**config.mk**
```make
export PLATFORM = sky130hd
export DESIGN_NAME = ux607_qspi_icb_arb
export DESIGN_NICKNAME = d
export VERILOG_FILES = /design/src/rtl/ux607_qspi_icb_arb_pkg.sv /design/src/rtl/ux607_qspi_icb_arb.sv
export SDC_FILE = /design/constraint.sdc
export NUM_CORES = 1
export LEC_CHECK = 0
export ABC_AREA = 0
export CAP_MARGIN = 40
export CORE_AREA = 4 4 117 119
export DETAILED_ROUTE_END_ITERATION = 10
export DIE_AREA = 0 0 121 123
export GPL_ROUTABILITY_DRIVEN = 0
export PLACE_DENSITY = 0.66
export RECOVER_POWER = 25
export SKIP_LAST_GASP = 1
export SLEW_MARGIN = 0
export SYNTH_ARGS = -nofsm -noshare
export SYNTH_HDL_FRONTEND = slang
export SYNTH_SLANG_ARGS = --single-unit
```
**constraint.sdc**
```tcl
create_clock -name clock -period 3.5 [get_ports clock]
set_input_delay 0.7 -clock clock [delete_from_list [all_inputs] [get_ports clock]]
set_output_delay 0.7 -clock clock [all_outputs]
set_load 0.1 [all_outputs]
```
**src/rtl/ux607_qspi_icb_arb_pkg.sv**
```systemverilog
// Shared definitions for the two-requester QSPI ICB arbiter:
// FSM state encoding and the response wait-counter width.
package ux607_qspi_icb_arb_pkg;

  typedef enum logic {
    ST_IDLE     = 1'b0,
    ST_WAIT_RSP = 1'b1
  } arb_state_e;

  localparam int unsigned WCNT_W = 16;
  localparam logic [WCNT_W-1:0] WCNT_MAX = '1;

endpackage

```
**src/rtl/ux607_qspi_icb_arb.sv**
```systemverilog
// Two-to-one ICB arbiter in front of the QSPI slave; one outstanding transaction,
// round-robin on contention, sticky response-timeout flag.
//   state       | meaning
//   ST_IDLE     | route selected requester's command to the slave
//   ST_WAIT_RSP | command accepted, route slave response to owner
module ux607_qspi_icb_arb
  import ux607_qspi_icb_arb_pkg::*;
#(
  parameter int AW      = 32,
  parameter int TMO_CYC = 4096
) (
  input  logic          clock,
  input  logic          reset,

  input  logic          m0_icb_cmd_valid,
  output logic          m0_icb_cmd_ready,
  input  logic [AW-1:0] m0_icb_cmd_addr,
  input  logic          m0_icb_cmd_read,
  input  logic [31:0]   m0_icb_cmd_wdata,
  output logic          m0_icb_rsp_valid,
  input  logic          m0_icb_rsp_ready,
  output logic [31:0]   m0_icb_rsp_rdata,

  input  logic          m1_icb_cmd_valid,
  output logic          m1_icb_cmd_ready,
  input  logic [AW-1:0] m1_icb_cmd_addr,
  input  logic          m1_icb_cmd_read,
  input  logic [31:0]   m1_icb_cmd_wdata,
  output logic          m1_icb_rsp_valid,
  input  logic          m1_icb_rsp_ready,
  output logic [31:0]   m1_icb_rsp_rdata,

  output logic          s_icb_cmd_valid,
  input  logic          s_icb_cmd_ready,
  output logic [AW-1:0] s_icb_cmd_addr,
  output logic          s_icb_cmd_read,
  output logic [31:0]   s_icb_cmd_wdata,
  input  logic          s_icb_rsp_valid,
  output logic          s_icb_rsp_ready,
  input  logic [31:0]   s_icb_rsp_rdata,

  output logic          tmo_err,
  output logic          owner
);

  localparam logic [WCNT_W-1:0] TMO_LAST = WCNT_W'(TMO_CYC - 1);

  arb_state_e        state_q, state_d;
  logic              sel;
  logic              lock_q, lock_sel_q;
  logic              owner_q, rr_q;
  logic              tmo_q;
  logic [WCNT_W-1:0] wcnt_q, wcnt_inc;
  logic              cmd_hs, rsp_hs;

  // A stalled command keeps its grant until the slave takes it.
  always_comb begin
    if (lock_q)                                   sel = lock_sel_q;
    else if (m0_icb_cmd_valid && m1_icb_cmd_valid) sel = rr_q;
    else                                          sel = m1_icb_cmd_valid;
  end

  assign cmd_hs   = (state_q == ST_IDLE)     && s_icb_cmd_valid && s_icb_cmd_ready;
  assign rsp_hs   = (state_q == ST_WAIT_RSP) && s_icb_rsp_valid && s_icb_rsp_ready;
  assign wcnt_inc = (wcnt_q == WCNT_MAX) ? wcnt_q : wcnt_q + 1'b1;

  always_ff @(posedge clock or posedge reset) begin
    if (reset) state_q <= ST_IDLE;
    else       state_q <= state_d;
  end

  always_comb begin
    state_d = state_q;
    case (state_q)
      ST_IDLE:     if (cmd_hs) state_d = ST_WAIT_RSP;
      ST_WAIT_RSP: if (rsp_hs) state_d = ST_IDLE;
      default:     state_d = ST_IDLE;
    endcase
  end

  always_comb begin
    s_icb_cmd_valid  = 1'b0;
    m0_icb_cmd_ready = 1'b0;
    m1_icb_cmd_ready = 1'b0;
    m0_icb_rsp_valid = 1'b0;
    m1_icb_rsp_valid = 1'b0;
    s_icb_rsp_ready  = 1'b0;
    s_icb_cmd_addr   = sel ? m1_icb_cmd_addr  : m0_icb_cmd_addr;
    s_icb_cmd_read   = sel ? m1_icb_cmd_read  : m0_icb_cmd_read;
    s_icb_cmd_wdata  = sel ? m1_icb_cmd_wdata : m0_icb_cmd_wdata;
    case (state_q)
      ST_IDLE: begin
        s_icb_cmd_valid  = sel ? m1_icb_cmd_valid : m0_icb_cmd_valid;
        m0_icb_cmd_ready = ~sel & s_icb_cmd_ready;
        m1_icb_cmd_ready =  sel & s_icb_cmd_ready;
      end
      ST_WAIT_RSP: begin
        m0_icb_rsp_valid = ~owner_q & s_icb_rsp_valid;
        m1_icb_rsp_valid =  owner_q & s_icb_rsp_valid;
        s_icb_rsp_ready  = owner_q ? m1_icb_rsp_ready : m0_icb_rsp_ready;
      end
      default: ;
    endcase
  end

  assign m0_icb_rsp_rdata = s_icb_rsp_rdata;
  assign m1_icb_rsp_rdata = s_icb_rsp_rdata;
  assign owner            = owner_q;
  assign tmo_err          = tmo_q;

  always_ff @(posedge clock or posedge reset) begin
    if (reset) begin
      lock_q     <= 1'b0;
      lock_sel_q <= 1'b0;
      owner_q    <= 1'b0;
      rr_q       <= 1'b0;
      wcnt_q     <= '0;
      tmo_q      <= 1'b0;
    end else begin
      lock_q     <= (state_q == ST_IDLE) && s_icb_cmd_valid && !s_icb_cmd_ready;
      lock_sel_q <= sel;
      if (cmd_hs) begin
        owner_q <= sel;
        wcnt_q  <= '0;
      end
      if (rsp_hs) rr_q <= ~owner_q;
      // Flag is raised as the count lands on TMO_CYC-1; the FSM keeps waiting.
      if (state_q == ST_WAIT_RSP) begin
        wcnt_q <= wcnt_inc;
        if (wcnt_inc == TMO_LAST) tmo_q <= 1'b1;
      end
    end
  end

endmodule

```
### Word-level counts from Yosys, hierarchy flattened

Index checks and enable logic that the tools add are counted.

| word-level totals | value |
|---|---|
| output and inout port bits | 137 |
| input port bits | 170 |
| word-level logic and storage cells | 45 |
| flip-flop bits (word level) | 22 |

| cells by class | value |
|---|---|
| equal/unequal tests | 2 |
| add/subtract/negate cells | 1 |
| reduce and logical (&&, ||, !) cells | 9 |
| bitwise logic cells | 7 |
| muxes and demuxes | 19 |

Operators with widths:

| operator | count |
|---|---|
| $mux 32 | 2 |
| $mux 16 | 3 |
| $add 16x1->16 const B | 1 |
| $eq 16x12->1 const B | 1 |
| $eq 16x16->1 const B | 1 |
| $mux 1 | 13 |
| $logic_and 1x1->1 | 6 |
| $and 1x1->1 | 4 |
| $not 1->1 | 3 |
| $pmux 1 s2 | 1 |
| $reduce_and 2->1 | 1 |
| $reduce_bool 2->1 | 1 |
| $logic_not 1->1 | 1 |

### Longest topological paths before layout

Gate-level depths: netlist of the first run.

| depth | value |
|---|---|
| depth in word-level cells | 9 |
| gate-level depth with buffers | 7 |

### Worst setup path before layout of the first run

Ideal clock, no wire load.

| timing path | value |
|---|---|
| path type | input to output |
| start point | input port m0_icb_cmd_valid |
| end point | output port m1_icb_cmd_ready |
| stages | 6 |
| slack | -0.956 ns |
| data arrival time | 3.756 ns |
| required time | 2.800 ns |
| path through | inv_1 -> o21ai_0 -> o21ai_1 -> buf_2 -> buf_2 -> nor3b_1 |

| on the way | value |
|---|---|
| cells in the longest elaborated chain, start to end | 5 |

Ends and longest elaborated chain:

| what | line | RTL |
|---|---|---|
| from (decl) | ux607_qspi_icb_arb.sv:15 | `input logic m0_icb_cmd_valid,` |
| $logic_and 1x1->1 | ux607_qspi_icb_arb.sv:59 | `else if (m0_icb_cmd_valid && m1_icb_cmd_valid) sel = rr_q;` |
| $mux 1 | ux607_qspi_icb_arb.sv:59 |  |
| $mux 1 | ux607_qspi_icb_arb.sv:58 | `if (lock_q) sel = lock_sel_q;` |
| net sel | ux607_qspi_icb_arb.sv:49 | `logic sel;` |
| $and 1x1->1 | ux607_qspi_icb_arb.sv:95 | `m1_icb_cmd_ready = sel & s_icb_cmd_ready;` |
| $mux 1 | ux607_qspi_icb_arb.sv:91 | `case (state_q)` |
| to (decl) | ux607_qspi_icb_arb.sv:25 | `output logic m1_icb_cmd_ready,` |

The timed path passes the listed nets, and every way through them passes these cells.

### Worst setup path after layout of the first run

| timing path | value |
|---|---|
| start point | input port m1_icb_cmd_valid |
| end point | output port s_icb_cmd_addr[2] |

| on the way | value |
|---|---|
| cells in the longest elaborated chain, start to end | 4 |

Ends and longest elaborated chain:

| what | line | RTL |
|---|---|---|
| from (decl) | ux607_qspi_icb_arb.sv:24 | `input logic m1_icb_cmd_valid,` |
| $logic_and 1x1->1 | ux607_qspi_icb_arb.sv:59 |  |
| $mux 1 * | ux607_qspi_icb_arb.sv:59 |  |
| $mux 1 * | ux607_qspi_icb_arb.sv:58 |  |
| $mux 32 * | ux607_qspi_icb_arb.sv:88 | `s_icb_cmd_addr = sel ? m1_icb_cmd_addr : m0_icb_cmd_addr;` |
| to (decl) | ux607_qspi_icb_arb.sv:35 | `output logic [AW-1:0] s_icb_cmd_addr,` |

Every way passes the cells marked *; elsewhere a longest branch is shown, timed or not.

==> results of run 1 <==
## where the power goes
| group | internal, mW | total [mW] | leakage (nW) | switching [mW] |
|---|---|---|---|---|
| combinational | 1.14 | 3.11 | 1.75 | 1.97 |
| clock | 0.151 | 0.238 | 0.0370 | 0.0867 |
| sequential | 0.310 | 0.390 | 0.291 | 0.0801 |
| total | 1.60 | 3.74 | 2.08 | 2.14 |
## through the flow
stage | instances | cell area (um2)
2_1_floorplan | 303 | 2739
3_3_place_gp | 609 | 5230
3_5_place_dp | 610 | 5245
4_1_cts | 613 | 5320
5_1_grt | 613 | 5309
6_report | 613 | 5309
## tightest hold or removal path: stages (launching register included)
cell,delay (ns)
dfrtp_1,0.35
inv_1,0.04
o31ai_1,0.05
## Yosys cell counts, types with 2 or more instances
cell type,number,share of area
a211oi_1,2,0.0055
a21oi_1,10,0.018
a311oi_1,2,0.0064
a31oi_1,3,0.0069
and3_1,4,0.0092
and4_1,2,0.0064
buf_2,4,0.0073
buf_4,66,0.18
clkbuf_1,8,0.011
dfrtp_1,22,0.20
inv_1,9,0.012
mux2_2,66,0.27
mux2i_1,8,0.029
nand2_1,19,0.026
nand3_1,7,0.013
nand3_2,2,0.0073
nand4_1,6,0.014
nor2_1,11,0.015
nor2b_1,2,0.0046
nor3_1,4,0.0073
nor4_1,6,0.014
o21ai_0,8,0.015
o22ai_1,3,0.0069
o31ai_1,3,0.0083
or4_4,2,0.0083
xnor2_1,3,0.0096
## cell type report
type,instances,area (um2),area share
Multi-Input combinational cell,192,1605,0.3024
Clock buffer,3,75.07,0.01414
Inverter,9,33.78,0.006363
Sequential cell,22,550.5,0.1037
Tap cell,172,215.2,0.04054
Timing Repair Buffer,215,2829,0.5329
## layout by cell type (no fill, tap or decap), types with 3 or more instances in the layout
cell type and n:
a21oi_1 10, a31oi_1 3, and3_1 4, buf_12 70
buf_4 7, clkbuf_16 3, clkdlybuf4s50_1 136, dfrtp_1 22
inv_1 9, mux2_2 66, mux2i_1 8, nand2_1 19
nand3_1 7, nand4_1 6, nor2_1 11, nor3_1 3
nor4_1 6, o21ai_0 8, o22ai_1 3, o31ai_1 3
xnor2_1 3
## flip-flops by register name (all words and copies together) (netlist names)
register	flops
state_q	1
rr_q	1
lock_q	1
tmo_err	1
wcnt_q	16
lock_sel_q	1
owner	1
## kinds of logic after synthesis
group / count (synthesis) / share of synthesized area
fa+ha+maj: 1 / 0.004593
flops: 22 / 0.2021
mux: 74 / 0.3023
xor+xnor: 3 / 0.009648
simple gates: 75 / 0.1608
compound gates: 39 / 0.1024
buf+inv: 89 / 0.2182
## layer usage
metal / up-vias / share of wire
li1: 1310 / -
met1: 1315 / 0.39
met2: 211 / 0.46
met3: 20 / 0.13
met4: 4 / 0.0095
met5: - / 0.0019
## worst paths after layout
path,to,slack [ns],cells past startpoint
hold reg to reg,tmo_err,0.48,2
setup / recovery,s_icb_cmd_addr[2],0.35,6
min in group asynchronous,wcnt_q[13],0.85,2
max in group asynchronous,state_q,1.61,3
setup reg to reg,wcnt_q[2],1.37,6
hold / removal,tmo_err,0.48,2
==> summary.txt, run 1 <==
Setup path
  – Most numerous cell on the critical path: buf_12
  – CP arrival: 2.45 ns
  – Top delay family on crit path: buffers and inverters
  – Max FO, Critical Path: 55
  – Critical path's largest stage delay: 0.49 ns
  – Crit. Startpoint: m1_icb_cmd_valid
  – WS Path Type: in -> out
  – Ordered cell list for the critical path: clkdlybuf4s50_1 -> o21ai_0 -> o21ai_4 -> buf_12 -> mux2_2 -> buf_12
  – Crit path buffers/inverters: 3
  – CP required: 2.80 ns
  – Cell with the biggest individual delay on the critical path: clkdlybuf4s50_1
  – Endpoint kind of the worst setup timing path: output port
  – R2R Path Start: wcnt_q[0]
  – Kind of start point of the critical path: input port

Detailed routing
  – Detailed-route wire length: 13,160 um
  – Number of detailed-route iterations in the first pass: 4
  – DR WL/cell: 21.46 um
  – Residual DRC count: 0
  – Via count: 2,860
  – Detail-routed via count per cell: 4.666
  – Antenna viol nets, final: 0
  – Number of violations reported at the end of detailed-routing iteration 0: 278

Placed design
  – Worst setup timing slack at the placement stage: 0.3505 ns
  – PortBufs: 210
  – Detailed placement HPWL: 11,120 um

Final layout
  – Count of fill cells added during filler insertion: 1,193
  – Final Util: 0.4224
  – P&R area growth vs syn: 94.90%
  – Final #Nets: 614
  – Ant. Diodes: 0
  – Share of layout cells above drive strength 1: 0.3719

Timing
  – Worst Tran Pin Value: 0.8279 ns
  – Final setup violating endpoints: 0
  – Pins over their slew limit: 0
  – RSZ-0062 raised after global routing: false
  – Worst rel slew slack: 0.4481
  – Maximum clock frequency: 317.5 MHz
  – Period Utilization, post-route: 0.8998
  – Count of final hold-check violations: 0
  – Worst Clk Skew: 0.001629 ns
  – Fin Hold WS: 0.4766 ns
  – Period minus WS final: 3.149 ns
  – Final total negative setup slack: 0 ns
  – Min setup slack post-route: 0.3506 ns

Clocking
  – Clock sink count: 22
  – Total setup buffers inserted after CTS: 0
  – H-tree lvl count: 1
  – CTS clock-pin slew for the worst setup and hold paths: 0.06 ns
  – Clk_lat worst skew: 0.25 ns
  – Number of buffers inserted by hold repair at cts: 0
  – Post-CTS resize count: 0
  – Clock tree from TritonCTS: built
  – Clock root buffer master: clkbuf_16
  – Maximum clock insertion buffer count: 2
  – Total clock buffers created by CTS: 3

Hold path
  – Worst min path class: reg -> reg
  – HP Start: tmo_err

Die
  – IO Count: 307
  – Chip height: 123 um
  – Starting Density: 0.2167
  – Die Outline Area: 14,880 um2
  – Row cnt: 41
  – Area of the placeable core: 12,570 um2
  – Die Width: 121 um

Run
  – Number of max-cap violations: 0

Yosys
  – Average instance area after synthesis: 8.990 um2
  – Number of warnings issued by yosys: 0
  – Most used DFF post-synth: dfrtp_1
  – Number of synthesized flops with an enable pin: 0
  – Unique cell type count in the Yosys netlist: 47
  – Cells after synthesis: 303
  – Sequential element share of the synthesized area: 0.2021
  – Netlist area before placement: 2724 um2
  – Syn Nets: 474
  – Register bit count reported by yosys: 22
  – FFs w/ async S/R, synth: 1.000

Global routing
  – Vias in the first global route: 2,913
  – Fraction of met3 tracks used by global routing: 0.06999
  – Most Crowded Layer GR: met2
  – Grt ovf: 0
  – GR met2 Demand/Resource: 0.2605
  – Initial antenna violation count: 3
  – GRT Total Usage: 0.1657
  – Global-route wire length before repair: 18,520 um
  – Maximum number of pins on one net before global-route repair: 56
  – Met1 layer usage reported by global route: 0.2154

Power and ir drop
  – Power Density: 704.2 nW/um2
  – Maximum resistive drop on vdd: 0.3673 mV
  – Overall power: 3.738 mW
  – Cell leakage power: 2.080 nW

Run status
  – Status: completed
Note: power is estimated with default switching activity, not from simulation.
==> run 2: changes to the inputs <==
- PLACE_DENSITY: 0.66 -> 0.68
- clock period: 3.5 -> 2.7 ns (I/O delays scaled with it)
==> run 2 against run 1 <==
Die area did not move. Combinational power increased by 35%. Sequential cell count unchanged. Clock power grew 48%. Core utilization is 1.6 points higher. Total power is 36% higher. Final cell count up 1.6%. Sequential share of layout area is 0.37 points lower. Via count grew 0.49%. Clock skew hardly changed. Critical endpoint is now s_icb_cmd_wdata[28]. Largest power group unchanged.
==> summary.txt, run 2 (synthesized netlist as in run 1, its figures left out) <==
Setup path
  – Cell count along the critical path: 8 (was 6)
  – Crit path buffers/inverters: 5 (was 3)
  – Most numerous cell on the critical path: buf_12 (unchanged)
  – Crit. Startpoint: m0_icb_cmd_valid (was m1_icb_cmd_valid)
  – R2R Path Start: wcnt_q[0] (unchanged)
  – CP arrival: 2.09 ns (was 2.45 ns)
  – Cell with the biggest individual delay on the critical path: mux2_2 (was clkdlybuf4s50_1)
  – Max FO, Critical Path: 10 (was 55)
  – Endpoint kind of the worst setup timing path: output port (unchanged)
  – Critical path's largest stage delay: 0.36 ns (was 0.49 ns)
  – Kind of start point of the critical path: input port (unchanged)
  – Top delay family on crit path: buffers and inverters (unchanged)
  – WS Path Type: in -> out (unchanged)
  – Ordered cell list for the critical path: dlygate4sd2_1 -> inv_2 -> o21ai_2 -> o21ai_4 -> buf_12 -> bufbuf_16 -> mux2_2 -> buf_12 (was clkdlybuf4s50_1 -> o21ai_0 -> o21ai_4 -> buf_12 -> mux2_2 -> buf_12)
  – Count of cells along the worst register-to-register path: 5 (was 6)
  – CP required: 2.16 ns (was 2.80 ns)

Detailed routing
  – Detail-routed via count per cell: 4.613 (was 4.666)
  – Via count: 2,874 (was 2,860)
  – Number of detailed-route iterations in the first pass: 4 (unchanged)
  – Residual DRC count: 0 (unchanged)
  – Antenna viol nets, final: 0 (unchanged)
  – DR WL/cell: 22.09 um (was 21.46 um)
  – Number of violations reported at the end of detailed-routing iteration 0: 164 (was 278)
  – Detailed-route wire length: 13,760 um (was 13,160 um)

Die
  – Chip height: 123 um (unchanged)
  – Die Width: 121 um (unchanged)
  – Area of the placeable core: 12,570 um2 (unchanged)
  – Starting Density: 0.2167 (unchanged)
  – Die Outline Area: 14,880 um2 (unchanged)
  – Row cnt: 41 (unchanged)
  – IO Count: 307 (unchanged)

Clocking
  – Clk_lat worst skew: 0.26 ns (was 0.25 ns)
  – H-tree lvl count: 1 (unchanged)
  – Total clock buffers created by CTS: 3 (unchanged)
  – CTS clock-pin slew for the worst setup and hold paths: 0.06 ns (about the same)
  – Number of buffers inserted by hold repair at cts: 0 (unchanged)
  – Clock root buffer master: clkbuf_16 (unchanged)
  – Clock sink count: 22 (unchanged)
  – Maximum clock insertion buffer count: 2 (unchanged)
  – Clock tree from TritonCTS: built (unchanged)

Timing
  – Worst Clk Skew: 0.001856 ns (was 0.001629 ns)
  – Period Utilization, post-route: 0.9750
  – Final setup violating endpoints: 0 (unchanged)
  – Period minus WS final: 2.632 ns
  – RSZ-0062 raised after global routing: false (unchanged)
  – Maximum clock frequency: 379.9 MHz
  – Pins over their slew limit: 0 (unchanged)
  – Worst rel slew slack: 0.4433 (was 0.4481)
  – Min setup slack post-route: 0.06760 ns (was 0.3506 ns)
  – Worst Tran Pin Value: 0.8341 ns (was 0.8279 ns)
  – Count of final hold-check violations: 0 (unchanged)

Placed design
  – Worst setup timing slack at the placement stage: -0.1683 ns (was 0.3505 ns)
  – Detailed placement HPWL: 11,530 um (was 11,120 um)
  – PortBufs: 210 (unchanged)
  – Cell area after placement: 5296 um2 (was 5245 um2)
  – Cell total after placement: 613 (was 610)

Global routing
  – Maximum number of pins on one net before global-route repair: 24 (was 56)
  – Initial antenna violation count: 2 (was 3)
  – GRT Total Usage: 0.1696 (was 0.1657)
  – Global-route wire length before repair: 18,800 um (was 18,520 um)
  – Vias in the first global route: 2,893 (was 2,913)
  – Grt ovf: 0 (unchanged)

Final layout
  – Largest reg by FF count: wcnt_q (unchanged)
  – Count of fill cells added during filler insertion: 1,180 (was 1,193)
  – Final #Nets: 623 (was 614)
  – Post-route standard cell area excluding fillers: 5508 um2 (was 5309 um2)
  – Non-Filler Instances: 623 (was 613)
  – Most common cell after layout, fill and taps aside: clkdlybuf4s50_1 (unchanged)
  – Final Util: 0.4382 (was 0.4224)
  – P&R area growth vs syn: 102.2% (was 94.90%)
  – Share of layout cells above drive strength 1: 0.3969 (was 0.3719)
  – Largest register FFs: 16 (unchanged)
  – Top library cells by usage in the layout, fill and taps aside: 135 x clkdlybuf4s50_1, 73 x buf_12, 63 x mux2_2 (was 136 x clkdlybuf4s50_1, 70 x buf_12, 66 x mux2_2)
  – Ant. Diodes: 0 (unchanged)

Hold path
  – Worst min path class: reg -> reg (unchanged)
  – HP Start: tmo_err (unchanged)
  – Hold Crit Depth: 2 (unchanged)

Power and ir drop
  – Power Density: 925.5 nW/um2 (was 704.2 nW/um2)
  – Maximum resistive drop on vdd: 0.3895 mV (was 0.3673 mV)
  – Cell leakage power: 2.187 nW (was 2.080 nW)
  – Overall power: 5.097 mW (was 3.738 mW)

Run status
  – Status: completed (unchanged)

Run
  – Number of max-cap violations: 0 (unchanged)
run 2: worst register-to-register path, stage by stage, from the launching register on:
cell	delay (ns)
dfrtp_1	0.43
ha_1	0.34
nand4_2	0.21
or4_4	0.55
and2_4	0.21
a211oi_1	0.30
run 2: cell type report:
cell class | instances | area (um2) | share of cell area
clock buffer | 4 | 88.84 | 0.01613
multi-input combinational | 192 | 1632 | 0.2962
timing repair buffer | 224 | 2988 | 0.5425
tap | 172 | 215.2 | 0.03907
sequential | 22 | 550.5 | 0.09995
inverter | 9 | 33.78 | 0.006134
run 2: worst paths after layout:
path	to	slack, ns
min in group asynchronous	wcnt_q[15]	0.75
max in group asynchronous	wcnt_q[1]	1.43
hold reg to reg	tmo_err	0.49
setup / recovery	s_icb_cmd_wdata[28]	0.07
setup reg to reg	wcnt_q[4]	0.54
hold / removal	tmo_err	0.49
run 2: repair_timing:
action / in CTS / in global routing
setup buffers: 4 / 0
endpoints found under the setup margin: 65 / 0
gates resized for setup: 11 / 0
run 2: metrics by stage:
stage	TNS, ns	hold slack [ns]
after detailed placement	-7.082	0.4811
after global routing	0	0.5240
after CTS	0	0.4954
after global placement	-6.281	0.4723
after floorplan	-0.7685	0.5043
final	0	0.4944
run 2: power breakdown:
part | total (mW) | leakage, nW | switching [mW] | internal, mW
logic | 4.21 | 1.85 | 2.59 | 1.63
clock network | 0.352 | 0.0442 | 0.125 | 0.227
registers | 0.532 | 0.291 | 0.131 | 0.401
total | 5.10 | 2.19 | 2.84 | 2.25
run 2: routing by layer:
layer | track usage | share of wire | vias to the layer above
li1 | - | - | 1322
met1 | 0.1913 | 0.36 | 1328
met2 | 0.2852 | 0.49 | 200
met3 | 0.09286 | 0.14 | 20
met4 | 0.03258 | 0.0094 | 4
met5 | 0 | 0.0019 | -
==> run 3: changes to the inputs <==
- CELL_PAD_IN_SITES_DETAIL_PLACEMENT: default -> 1
- CELL_PAD_IN_SITES_GLOBAL_PLACEMENT: default -> 1
- CORE_AREA: 4 4 117 119 -> default
- CORE_MARGIN: default -> 4
- CORE_UTILIZATION: default -> 16
- DIE_AREA: 0 0 121 123 -> default
- PLACE_DENSITY: 0.68 -> default
- PLACE_DENSITY_LB_ADDON: default -> 0.1
==> run 3 against run 2 <==
Worst hold slack improved by 0.0069 ns. Sequential power is 3% higher. Wire length grew 11%. Critical path type unchanged.
==> summary.txt, run 3 (synthesized netlist as in run 1, its figures left out) <==
Run status
  – Status: completed (unchanged)

Power and ir drop
  – Power Density: 922.8 nW/um2 (was 925.5 nW/um2)
  – Maximum resistive drop on vdd: 0.3831 mV (was 0.3895 mV)
  – Cell leakage power: 2.255 nW (was 2.187 nW)

Clocking
  – Clock sink count: 22 (unchanged)
  – Maximum clock insertion buffer count: 2 (unchanged)
  – H-tree lvl count: 1 (unchanged)
  – Total clock buffers created by CTS: 3 (unchanged)
  – Clk_lat worst skew: 0.26 ns (about the same)
  – Number of buffers inserted by hold repair at cts: 0 (unchanged)
  – Clock tree from TritonCTS: built (unchanged)
  – CTS clock-pin slew for the worst setup and hold paths: 0.06 ns (about the same)
  – Clock root buffer master: clkbuf_16 (unchanged)

Die
  – Row cnt: 47 (was 41)
  – Die Outline Area: 19,180 um2 (was 14,880 um2)
  – Starting Density: 0.1637 (was 0.2167)
  – Die Width: 138.5 um (was 121 um)
  – Area of the placeable core: 16,640 um2 (was 12,570 um2)
  – Chip height: 138.5 um (was 123 um)
  – IO Count: 307 (unchanged)

Placed design
  – Cell total after placement: 662 (was 613)
  – Worst setup timing slack at the placement stage: -0.09758 ns (was -0.1683 ns)
  – PortBufs: 210 (unchanged)
  – Detailed placement HPWL: 12,660 um (was 11,530 um)
  – Cell area after placement: 5389 um2 (was 5296 um2)

Final layout
  – Ant. Diodes: 0 (unchanged)
  – Largest reg by FF count: wcnt_q (unchanged)
  – Non-Filler Instances: 673 (was 623)
  – P&R area growth vs syn: 108.6% (was 102.2%)
  – Most common cell after layout, fill and taps aside: clkdlybuf4s50_1 (unchanged)
  – Final #Nets: 625 (was 623)
  – Share of layout cells above drive strength 1: 0.3951 (was 0.3969)
  – Largest register FFs: 16 (unchanged)
  – Final Util: 0.3415 (was 0.4382)
  – Post-route standard cell area excluding fillers: 5683 um2 (was 5508 um2)
  – Top library cells by usage in the layout, fill and taps aside: 134 x clkdlybuf4s50_1, 76 x buf_12, 54 x mux2_2 (was 135 x clkdlybuf4s50_1, 73 x buf_12, 63 x mux2_2)

Detailed routing
  – Residual DRC count: 0 (unchanged)
  – Via count: 2,823 (was 2,874)
  – Detail-routed via count per cell: 4.195 (was 4.613)
  – Detailed-route wire length: 15,230 um (was 13,760 um)
  – Number of detailed-route iterations in the first pass: 4 (unchanged)
  – DR WL/cell: 22.63 um (was 22.09 um)
  – Number of violations reported at the end of detailed-routing iteration 0: 83 (was 164)
  – Antenna viol nets, final: 0 (unchanged)

Timing
  – Pins over their slew limit: 0 (unchanged)
  – Min setup slack post-route: 0.08266 ns (was 0.06760 ns)
  – Final total negative setup slack: 0 ns (unchanged)
  – Period minus WS final: 2.617 ns (was 2.632 ns)
  – Maximum clock frequency: 382.1 MHz (was 379.9 MHz)
  – Final setup violating endpoints: 0 (unchanged)
  – RSZ-0062 raised after global routing: false (unchanged)
  – Worst Clk Skew: 0.004605 ns (was 0.001856 ns)
  – Worst Tran Pin Value: 1.313 ns (was 0.8341 ns)
  – Count of final hold-check violations: 0 (unchanged)
  – Period Utilization, post-route: 0.9694 (was 0.9750)
  – Worst rel slew slack: 0.1247 (was 0.4433)

Hold path
  – Worst min path class: reg -> reg (unchanged)

Setup path
  – WS Path Type: in -> out (unchanged)
  – CP required: 2.16 ns (about the same)
  – CP arrival: 2.08 ns (was 2.09 ns)
  – Max FO, Critical Path: 7 (was 10)
  – Kind of start point of the critical path: input port (unchanged)
  – Endpoint kind of the worst setup timing path: output port (unchanged)

Global routing
  – Global-route wire length before repair: 22,560 um (was 18,800 um)
  – Grt ovf: 0 (unchanged)
  – Initial antenna violation count: 0 (was 2)
  – GRT Total Usage: 0.1539 (was 0.1696)
  – Maximum number of pins on one net before global-route repair: 23 (was 24)
  – Vias in the first global route: 3,031 (was 2,893)

Run
  – Number of max-cap violations: 0 (unchanged)
[run 3: changes by cell type in the layout (fill, tap and decap cells not counted), sizes merged]
cell           delta
buf               +1
clkbuf            +1
clkdlybuf4s50     -1
dlygate4sd3       +1
[run 3: stage by stage]
step	hold slack (ns)	power [mW]
floorplan	0.5043	3.503
global placement	0.4971	4.693
detailed placement	0.5038	4.709
CTS	0.5204	5.313
global route	0.5330	5.435
finish	0.5013	5.244
[run 3: area by class of cell]
| cell class | instances | area, um2 |
|---|---|---|
| clock buffer | 4 | 88.84 |
| fill | 1818 | 10960 |
| inverter | 9 | 33.78 |
| multi-input combinational | 192 | 1665 |
| sequential | 22 | 550.5 |
| tap | 220 | 275.3 |
| timing repair buffer | 226 | 3069 |
[run 3: metal layers]
metal	routed length [um]	vias up	track usage
met5	0	-	0
met4	182	0	0.02236
met3	1247	14	0.04869
met2	7457	146	0.2628
met1	6345	1331	0.1948
li1	-	1332	-
[run 3: power breakdown]
group | internal [mW] | switching (mW) | total (mW)
Combinational | 1.72 | 2.62 | 4.35
Sequential | 0.400 | 0.147 | 0.548
Clock | 0.226 | 0.125 | 0.351
Total | 2.35 | 2.89 | 5.24
[run 3: worst max-delay path, stage by stage]
cell and delay (ns):
dlygate4sd2_1 0.25, inv_1 0.07, o21ai_2 0.07, o21ai_4 0.18, buf_12 0.16, bufbuf_16 0.27, mux2_2 0.36, buf_12 0.17
[run 3: final timing paths]
check | startpoint | to | slack (ns) | depth (start not counted)
min in group asynchronous | reset | wcnt_q[0] | 1.17 | 3
setup reg to reg | wcnt_q[0] | wcnt_q[13] | 0.45 | 6
setup / recovery | m0_icb_cmd_valid | s_icb_cmd_addr[29] | 0.08 | 8
hold reg to reg | tmo_err | tmo_err | 0.50 | 2
max in group asynchronous | reset | wcnt_q[15] | 0.76 | 3
hold / removal | tmo_err | tmo_err | 0.50 | 2
[run 3: what timing repair did]
action | 4_1_cts | 5_1_grt
setup endpoints to repair | 65 | 0
gates resized for setup | 19 | 0
setup buffers | 4 | 0
